## src/rtl/regfile_wb_arbiter_pkg.sv

```systemverilog
// Shared register-file constants and types.
// Contents:
//   REG_W / DATA_W / ENTRY_W : register-number, data and queue-entry widths
//   ZERO_REG                 : hard-wired zero register; writes to it are dropped
//   wbEntry_t                : one queued writeback {register, data}
//   prioSel_e                : round-robin priority side
//   isWritable()             : true when an entry targets a real register
package regfile_wb_arbiter_pkg;

  localparam int REG_W   = 5;
  localparam int DATA_W  = 32;
  localparam int ENTRY_W = REG_W + DATA_W;

  localparam logic [REG_W-1:0] ZERO_REG = '0;

  typedef struct packed {
    logic [REG_W-1:0]  rd;
    logic [DATA_W-1:0] data;
  } wbEntry_t;

  typedef enum logic {
    PRIO_A = 1'b0,
    PRIO_B = 1'b1
  } prioSel_e;

  function automatic logic isWritable(input wbEntry_t e);
    return e.rd != ZERO_REG;
  endfunction

endpackage

```

## src/rtl/regfile_wb_arbiter_wb_fifo.sv

```systemverilog
// wb_fifo: small circular queue of pending writebacks for one requester.
// Ports:
//   clock, resetL         : rising-edge clock, async active-low reset
//   pushValid/pushReady   : enqueue handshake; pushReady = not full
//   pushEntry             : entry to enqueue
//   popEn                 : dequeue the head this edge (ignored when empty)
//   headEntry, empty      : current head and empty flag
//   entryValid, entryRegs : per-slot occupancy and destination register,
//                           so the owner can run hazard lookups on every slot
module wb_fifo
  import regfile_wb_arbiter_pkg::*;
#(
  parameter int DEPTH = 2
) (
  input  logic                        clock,
  input  logic                        resetL,
  input  logic                        pushValid,
  output logic                        pushReady,
  input  wbEntry_t                    pushEntry,
  input  logic                        popEn,
  output wbEntry_t                    headEntry,
  output logic                        empty,
  output logic [DEPTH-1:0]            entryValid,
  output logic [DEPTH-1:0][REG_W-1:0] entryRegs
);

  localparam int PTR_W = $clog2(DEPTH);
  localparam int CNT_W = $clog2(DEPTH + 1);

  wbEntry_t         mem [DEPTH];
  logic [PTR_W-1:0] wrPtr;
  logic [PTR_W-1:0] rdPtr;
  logic [CNT_W-1:0] count;
  logic             full;
  logic             doPush;
  logic             doPop;
  logic [PTR_W-1:0] offset;

  assign full      = (count == CNT_W'(DEPTH));
  assign empty     = (count == '0);
  assign pushReady = !full;
  assign doPush    = pushValid && !full;
  assign doPop     = popEn && !empty;
  assign headEntry = mem[rdPtr];

  // DEPTH is a power of two, so pointers wrap by natural overflow.
  always_ff @(posedge clock or negedge resetL) begin
    if (!resetL) begin
      wrPtr <= '0;
      rdPtr <= '0;
      count <= '0;
    end else begin
      if (doPush) wrPtr <= wrPtr + 1'b1;
      if (doPop)  rdPtr <= rdPtr + 1'b1;
      case ({doPush, doPop})
        2'b10:   count <= count + 1'b1;
        2'b01:   count <= count - 1'b1;
        default: count <= count;
      endcase
    end
  end

  always_ff @(posedge clock) begin
    if (doPush) mem[wrPtr] <= pushEntry;
  end

  // A slot is live when its distance from the read pointer is below the
  // occupancy count.
  always_comb begin
    offset = '0;
    for (int i = 0; i < DEPTH; i++) begin
      offset        = PTR_W'(i) - rdPtr;
      entryValid[i] = CNT_W'(offset) < count;
      entryRegs[i]  = mem[i].rd;
    end
  end

endmodule

```

## src/rtl/regfile_wb_arbiter.sv

```systemverilog
// regfile_wb_arbiter: merges ALU (A) and load (B) writebacks into the single
// register-file write port.
// Ports:
//   Clock, Reset_L                   : rising-edge clock, async active-low reset
//   ReqX_Valid/Ready/Reg/Data (X=A,B): per-requester write offers
//   WriteReg, WriteData, RegWrite    : registered register-file write port
//   QueryReg, QueryPending           : hazard lookup against all pending writes
//   Busy                             : any write queued or in the output stage
// Handshake: a request is taken on a rising edge where Valid and Ready are
// both high. Ready depends only on queue fullness (never on Valid or on a
// same-edge pop) and is held low while Reset_L is low.
module regfile_wb_arbiter
  import regfile_wb_arbiter_pkg::*;
#(
  parameter int DEPTH = 2
) (
  input  logic              Clock,
  input  logic              Reset_L,
  input  logic              ReqA_Valid,
  output logic              ReqA_Ready,
  input  logic [REG_W-1:0]  ReqA_Reg,
  input  logic [DATA_W-1:0] ReqA_Data,
  input  logic              ReqB_Valid,
  output logic              ReqB_Ready,
  input  logic [REG_W-1:0]  ReqB_Reg,
  input  logic [DATA_W-1:0] ReqB_Data,
  output logic [REG_W-1:0]  WriteReg,
  output logic [DATA_W-1:0] WriteData,
  output logic              RegWrite,
  input  logic [REG_W-1:0]  QueryReg,
  output logic              QueryPending,
  output logic              Busy
);

  logic                        fifoReadyA, fifoReadyB;
  logic                        emptyA, emptyB;
  wbEntry_t                    headA, headB;
  logic [DEPTH-1:0]            validA, validB;
  logic [DEPTH-1:0][REG_W-1:0] regsA, regsB;
  logic                        popA, popB;
  prioSel_e                    prio;
  wbEntry_t                    winner;
  logic                        doWrite;
  logic                        hit;

  wb_fifo #(.DEPTH(DEPTH)) fifoA (
    .clock      (Clock),
    .resetL     (Reset_L),
    .pushValid  (ReqA_Valid),
    .pushReady  (fifoReadyA),
    .pushEntry  ('{rd: ReqA_Reg, data: ReqA_Data}),
    .popEn      (popA),
    .headEntry  (headA),
    .empty      (emptyA),
    .entryValid (validA),
    .entryRegs  (regsA)
  );

  wb_fifo #(.DEPTH(DEPTH)) fifoB (
    .clock      (Clock),
    .resetL     (Reset_L),
    .pushValid  (ReqB_Valid),
    .pushReady  (fifoReadyB),
    .pushEntry  ('{rd: ReqB_Reg, data: ReqB_Data}),
    .popEn      (popB),
    .headEntry  (headB),
    .empty      (emptyB),
    .entryValid (validB),
    .entryRegs  (regsB)
  );

  assign ReqA_Ready = Reset_L && fifoReadyA;
  assign ReqB_Ready = Reset_L && fifoReadyB;

  // Round-robin grant: a lone non-empty queue always wins; on contention the
  // priority side wins.
  always_comb begin
    popA    = !emptyA && (emptyB || prio == PRIO_A);
    popB    = !emptyB && !popA;
    winner  = popA ? headA : headB;
    doWrite = (popA || popB) && isWritable(winner);
  end

  // Priority only rotates after a contended grant. Zero-register entries are
  // popped but leave WriteReg/WriteData untouched.
  always_ff @(posedge Clock or negedge Reset_L) begin
    if (!Reset_L) begin
      prio      <= PRIO_A;
      RegWrite  <= 1'b0;
      WriteReg  <= '0;
      WriteData <= '0;
    end else begin
      if (!emptyA && !emptyB) prio <= popA ? PRIO_B : PRIO_A;
      RegWrite <= doWrite;
      if (doWrite) begin
        WriteReg  <= winner.rd;
        WriteData <= winner.data;
      end
    end
  end

  always_comb begin
    hit = RegWrite && (WriteReg == QueryReg);
    for (int i = 0; i < DEPTH; i++) begin
      if (validA[i] && regsA[i] == QueryReg) hit = 1'b1;
      if (validB[i] && regsB[i] == QueryReg) hit = 1'b1;
    end
    QueryPending = Reset_L && (QueryReg != ZERO_REG) && hit;
  end

  assign Busy = !emptyA || !emptyB || RegWrite;

endmodule

```

## config.mk

```make
export PLATFORM = sky130hd
export DESIGN_NAME = regfile_wb_arbiter
export DESIGN_NICKNAME = d
export VERILOG_FILES = /design/src/rtl/regfile_wb_arbiter_pkg.sv /design/src/rtl/regfile_wb_arbiter_wb_fifo.sv /design/src/rtl/regfile_wb_arbiter.sv
export SDC_FILE = /design/constraint.sdc
export NUM_CORES = 1
export LEC_CHECK = 0
export CAP_MARGIN = 25
export CORE_MARGIN = 4
export CORE_UTILIZATION = 30
export DETAILED_ROUTE_END_ITERATION = 16
export GPL_TIMING_DRIVEN = 0
export HOLD_SLACK_MARGIN = 0.05
export SYNTH_ARGS = -nofsm -noshare
export SYNTH_HDL_FRONTEND = slang
export SYNTH_SLANG_ARGS = --single-unit
export TNS_END_PERCENT = 1
```

## constraint.sdc

```tcl
create_clock -name Clock -period 5.5 [get_ports Clock]
set_input_delay 1.1 -clock Clock [delete_from_list [all_inputs] [get_ports Clock]]
set_output_delay 1.1 -clock Clock [all_outputs]
set_load 0.01 [all_outputs]
```

==> results of run 1 <==
==> cell usage in the layout (no fill, tap or decap), drive strengths merged, types with 6 or more instances in the layout <==
cell type      netlist  final
clkdlybuf4s50        0    118
buf                 10     16
edfxtp             148    148
mux2                35     35
o21ai                6      6
inv                  2      7
clkbuf              21     39
nor2b               38     38
dfrtp               47     47
mux2i               38     38
xnor2               24     24
nor2                10     10
xor2                12     12
bufinv               0      6
a21oi               39     39
a211oi              36     36
==> critical path: stages, from the launching register on <==
cell             delay, ps
dfrtp_1                360
buf_2                  280
buf_1                  560
a21oi_1                170
nor4_1                 310
a31oi_1                170
a21oi_1                160
clkdlybuf4s50_1        550
==> metal layers <==
layer	track usage	vias to the layer above	part of all wire
met5	0	-	0
met4	0.03958	0	0.019
met3	0.02602	21	0.042
met2	0.2258	115	0.52
met1	0.1602	2339	0.42
li1	-	2175	-
==> per-stage QoR <==
step                total power [uW]    util  setup TNS (ps)  worst slack [ps]
global placement                4461  0.3659          -198.8            -198.8
detailed placement              4595  0.3714               0              1628
finish                          5913  0.3975               0              1435
floorplan                       3622       -               0              2314
CTS                             6018  0.3974               0              1348
global route                    6292  0.3975               0              1225
==> power breakdown <==
group | switching (uW) | internal (uW)
Combinational | 1200 | 1020
Clock | 552 | 863
Sequential | 187 | 2080
==> final timing paths <==
path	start	end	slack, ps
worst max-delay path	fifoA.rdPtr	QueryPending	1440
worst min register to register	prio	prio	460
worst max register to register	fifoB.count[0]	WriteData[21]	3080
worst min-delay path	prio	prio	460
min in group asynchronous	Reset_L	WriteData[30]	700
max in group asynchronous	Reset_L	WriteData[5]	4200
==> registers in the layout (all words and copies together), names as in the netlist, 2 cells and up <==
name / flops
WriteData: 32
WriteReg: 5
fifoA.count: 2
fifoA.mem: 74
fifoB.count: 2
fifoB.mem: 74
==> kinds of logic after synthesis <==
| family | count (synthesis) | synth area share |
|---|---|---|
| adders and majority gates | 2 | 0.003168 |
| xor gates and xnor gates | 36 | 0.03992 |
| buffers and inverters | 33 | 0.01996 |
| muxes | 73 | 0.09807 |
| AOI/OAI and AO/OA | 88 | 0.07034 |
| and+or+nand+nor | 74 | 0.05688 |
| DFF | 195 | 0.7117 |
==> final cells by class <==
class	count	area, um2
diodes	1	2.502
multi-input cells	273	2137
well taps	335	419.2
flip-flops and latches	195	5620
clock buffers	18	429.2
plain buffers	31	150.1
fillers	2461	15660
repair buffers	124	1316
inverters	2	7.507
clock inverters	14	246.5
==> results.json, run 1 <==
{
  "cts-resized-gates": 0,
  "async_reset_ff_frac": 0.2410,
  "initial_core_util": 0.3039,
  "port_buffers": 119,
  "antenna_found_initial": 1,
  "status": "finished, final reports clean",
  "ys_seq_area_frac": 0.7117,
  "clock_latency_ps": 430,
  "cap_violations": 0,
  "die-area_um2": 28990,
  "place_inst": 960,
  "cts_made_buffers": 17,
  "die_y_um": 170.3,
  "drv_slew": 0,
  "yosysWarnings": 0,
  "clk_path_buf_depth": 2,
  "post-route-min-period_ps": 4065,
  "grt_pass1_wl_um": 28350,
  "fmax_mhz": 246.0,
  "finalHoldViolations": 0,
  "cts-hold-fix-buffers": 0,
  "synth_area_um2": 7898,
  "layout.cells.non_filler": 993,
  "whs_path_depth": 1,
  "h-tree-depth": 4,
  "clock_sinks": 195,
  "root_buffer": "clkbuf_16",
  "rows": 59,
  "via_per_inst": 4.683,
  "vias": 4650,
  "drc_errors": 0,
  "setup_viol": 0,
  "dp_hpwl_um": 13390,
  "skew_ps": 21.59,
  "yosysUniqueCellTypes": 37,
  "cts_tree": "built",
  "wire_per_inst_um": 18.63,
  "gr-total-overflow": 0,
  "critPathKind": "flip-flop to primary output",
  "grt_pass1_vias": 5069,
  "fin_crit_sh": 0.7391,
  "drt-pass1-iter-count": 4,
  "stdcell_area_um2": 10330,
  "cts_setup_buffers": 0,
  "syn_inst": 501,
  "hold_path.class": "flip-flop to flip-flop",
  "rsz0062_at_grt": "no",
  "worst-r2r-cell-count": 7,
  "synth_common_cells": "148 x edfxtp_1, 47 x dfrtp_1, 39 x a21oi_1, 38 x mux2i_1, 38 x nor2b_1",
  "worstMarginPinSlew_ps": 900.2,
  "fp.dieW_um": 170.3,
  "p_leak_uw": 0.003571,
  "finalNetCount": 729,
  "place.gp.congestion": 0.8364,
  "place_area_um2": 9651,
  "synth_area_leaders": "edfxtp_1 56%, dfrtp_1 15%, mux2i_1 4.8%, mux2_1 4.0%, a211oi_1 3.4%",
  "critPathRequiredTime_ps": 4400,
  "ant_nets": 0,
  "syn2layout_area_growth_pct": 30.78,
  "synth_nets": 586,
  "synth_most_common_cell": "edfxtp_1",
  "vdd_drop_max_uv": 228.5,
  "crit_path_end_kind": "primary output",
  "coreArea_um2": 25980,
  "hold_ws_ps": 460.7,
  "synth-seq-cells": 195,
  "synth-edff-count": 148,
  "max_slew_margin": 0.3999,
  "critPathLaunchType": "flip-flop",
  "synth_ff_type": "edfxtp_1",
  "cp_max_fo": 10,
  "grt_max_degree": 30,
  "post_route_cells_drive_above_1_share": 0.09132,
  "clkTransAtPathRegs_ps": 70,
  "grtUsageTotal": 0.1287,
  "drt-initial-drc-count": 239,
  "routed_wl_um": 18500,
  "synth_top_area_frac": 0.5627,
  "avgSynthCellArea_um2": 15.76,
  "cellPowerDensity_nw_per_um2": 572.5,
  "cp.arrival_ps": 2960,
  "pin_count": 125,
  "yosysTopAreaCell": "edfxtp_1"
}
Note: power is estimated with default switching activity, not from simulation.
==> inputs of run 2 (changes only) <==
clock period = 3.3 ns   (was 5.5 ns; I/O delays follow)
==> run 2 against run 1 <==
Effect of this change: core utilization about the same; register-to-register slack worse by 2200 ps; worst setup slack worse by 1200 ps; worst hold slack worse by 200 ps; routed wire length decreased by 1.3%; critical path type unchanged; critical endpoint unchanged; largest cell class unchanged.
==> results.json, run 2 (synthesis results as in run 1) <==
{
  "status": "finished, final reports clean",
  "crit_path_end": "QueryPending",
  "routed_wl_um": 18270,
  "via_per_inst": 4.699,
  "grtUsageTotal": 0.1270,
  "drt-initial-drc-count": 235,
  "setup_viol": 0,
  "clock_sinks": 195,
  "skew_ps": 21.06,
  "grt_max_degree": 30,
  "clk_path_buf_depth": 2,
  "cts-hold-fix-buffers": 0,
  "cp_max_fo": 19,
  "clock_latency_ps": 430,
  "r2r-end": "WriteData[21]",
  "pin_count": 125,
  "die_y_um": 170.3,
  "drt-pass1-iter-count": 4,
  "ant_nets": 0,
  "rows": 59,
  "reg_top3": "fifoA.mem: 74 flops, fifoB.mem: 74 flops, WriteData: 32 flops",
  "post-route-min-period_ps": 3038,
  "vdd_drop_max_uv": 372.0,
  "h-tree-depth": 4,
  "drv_slew": 0,
  "cellPowerDensity_nw_per_um2": 952.7,
  "place_inst": 960,
  "drc_errors": 0,
  "critPathKind": "flip-flop to primary output",
  "antenna_found_initial": 1,
  "cap_violations": 0,
  "cp.arrival_ps": 2380,
  "layout_commonest_cell": "edfxtp_1",
  "grt_pass1_vias": 5034,
  "critPathLaunchType": "flip-flop",
  "worstMarginPinSlew_ps": 901.2,
  "post_route_cells_drive_above_1_share": 0.09021,
  "port_buffers": 119,
  "p_leak_uw": 0.003565,
  "grt_pass1_wl_um": 28030,
  "layout.cells.non_filler": 990,
  "finalHoldViolations": 0,
  "r2r-start": "fifoB.count[0]",
  "coreArea_um2": 25980,
  "syn2layout_area_growth_pct": 30.66,
  "hold_path.class": "input port to asynchronous set/reset pin",
  "cp-startpoint": "fifoA.rdPtr",
  "rsz0062_at_grt": "no",
  "cts_made_buffers": 17,
  "fin_setup_tns_ps": 0,
  "multiInputGateArea_um2": 2137,
  "gr-total-overflow": 0,
  "root_buffer": "clkbuf_16",
  "dp_hpwl_um": 13390,
  "worst-r2r-cell-count": 7,
  "critPathRequiredTime_ps": 2640,
  "fp.dieW_um": 170.3,
  "pre_cts_ws_ps": 62.70,
  "clkTransAtPathRegs_ps": 70,
  "fillers": 2456,
  "wire_per_inst_um": 18.45,
  "setup_ws_ps": 262.0,
  "initial_core_util": 0.3039,
  "crit_path_end_kind": "primary output",
  "fin_crit_sh": 0.9206,
  "max_slew_margin": 0.3992,
  "power_uw": 9831,
  "final_cell_mix": "148 x edfxtp_1, 118 x clkdlybuf4s50_1, 47 x dfrtp_1",
  "fmax_mhz": 329.2,
  "die-area_um2": 28990,
  "cts_tree": "built",
  "place.gp.congestion": 0.8364,
  "r2r_slack_ps": 890,
  "seq_area_um2": 5620,
  "cts_setup_buffers": 0,
  "finalNetCount": 726,
  "vias": 4652
}
run 2: metrics by stage:
step	instance area, um2	utilization	hold slack (ps)
floorplan	7898	-	364.4
global placement	9508	0.3659	452.4
detailed placement	9651	0.3714	451.6
CTS	10310	0.3969	269.6
global route	10320	0.3971	281.0
finish	10320	0.3971	256.8
run 2: report_power, final:
part / switching [uW] / leakage [uW] / internal, uW
clock network: 918 / 0.000324 / 1440
registers: 310 / 0.00191 / 3470
logic: 1990 / 0.00133 / 1700
run 2: critical path, stage by stage (launching register included):
cell,delay (ps)
dfrtp_1,360
clkbuf_4,320
a21oi_1,130
nor4_1,280
a31oi_1,170
a21oi_1,160
clkdlybuf4s50_1,550
run 2: timing repair:
item,CTS,global route
hold endpoints to repair,0,0
gates resized for setup,0,1
endpoints found under the setup margin,1,1
cloned,0,0
run 2: metal layers:
metal / part of all wire / up-vias / track usage
li1: - / 2164 / -
met1: 0.42 / 2344 / 0.1575
met2: 0.52 / 123 / 0.2239
met3: 0.041 / 21 / 0.02602
met4: 0.018 / 0 / 0.03819
met5: 0 / - / 0
run 2: layout make-up:
type	count	area share
flip-flops and latches	195	0.5447
plain buffers	28	0.01358
well taps	335	0.04062
clock buffers	18	0.04159
repair buffers	124	0.1276
diodes	1	0.0002425
multi-input cells	273	0.2071
inverters	2	0.0007275
clock inverters	14	0.02389
run 2: how the worst min path moves through the flow:
stage                    endpoint  depth (start not counted)  slack [ps]     from
finish              WriteData[30]                          1         260  Reset_L
global route        WriteData[30]                          1         280  Reset_L
CTS                 WriteData[20]                          1         270  Reset_L
detailed placement           prio                          1         450     prio
global placement             prio                          1         450     prio
floorplan                RegWrite                          0         360  Reset_L
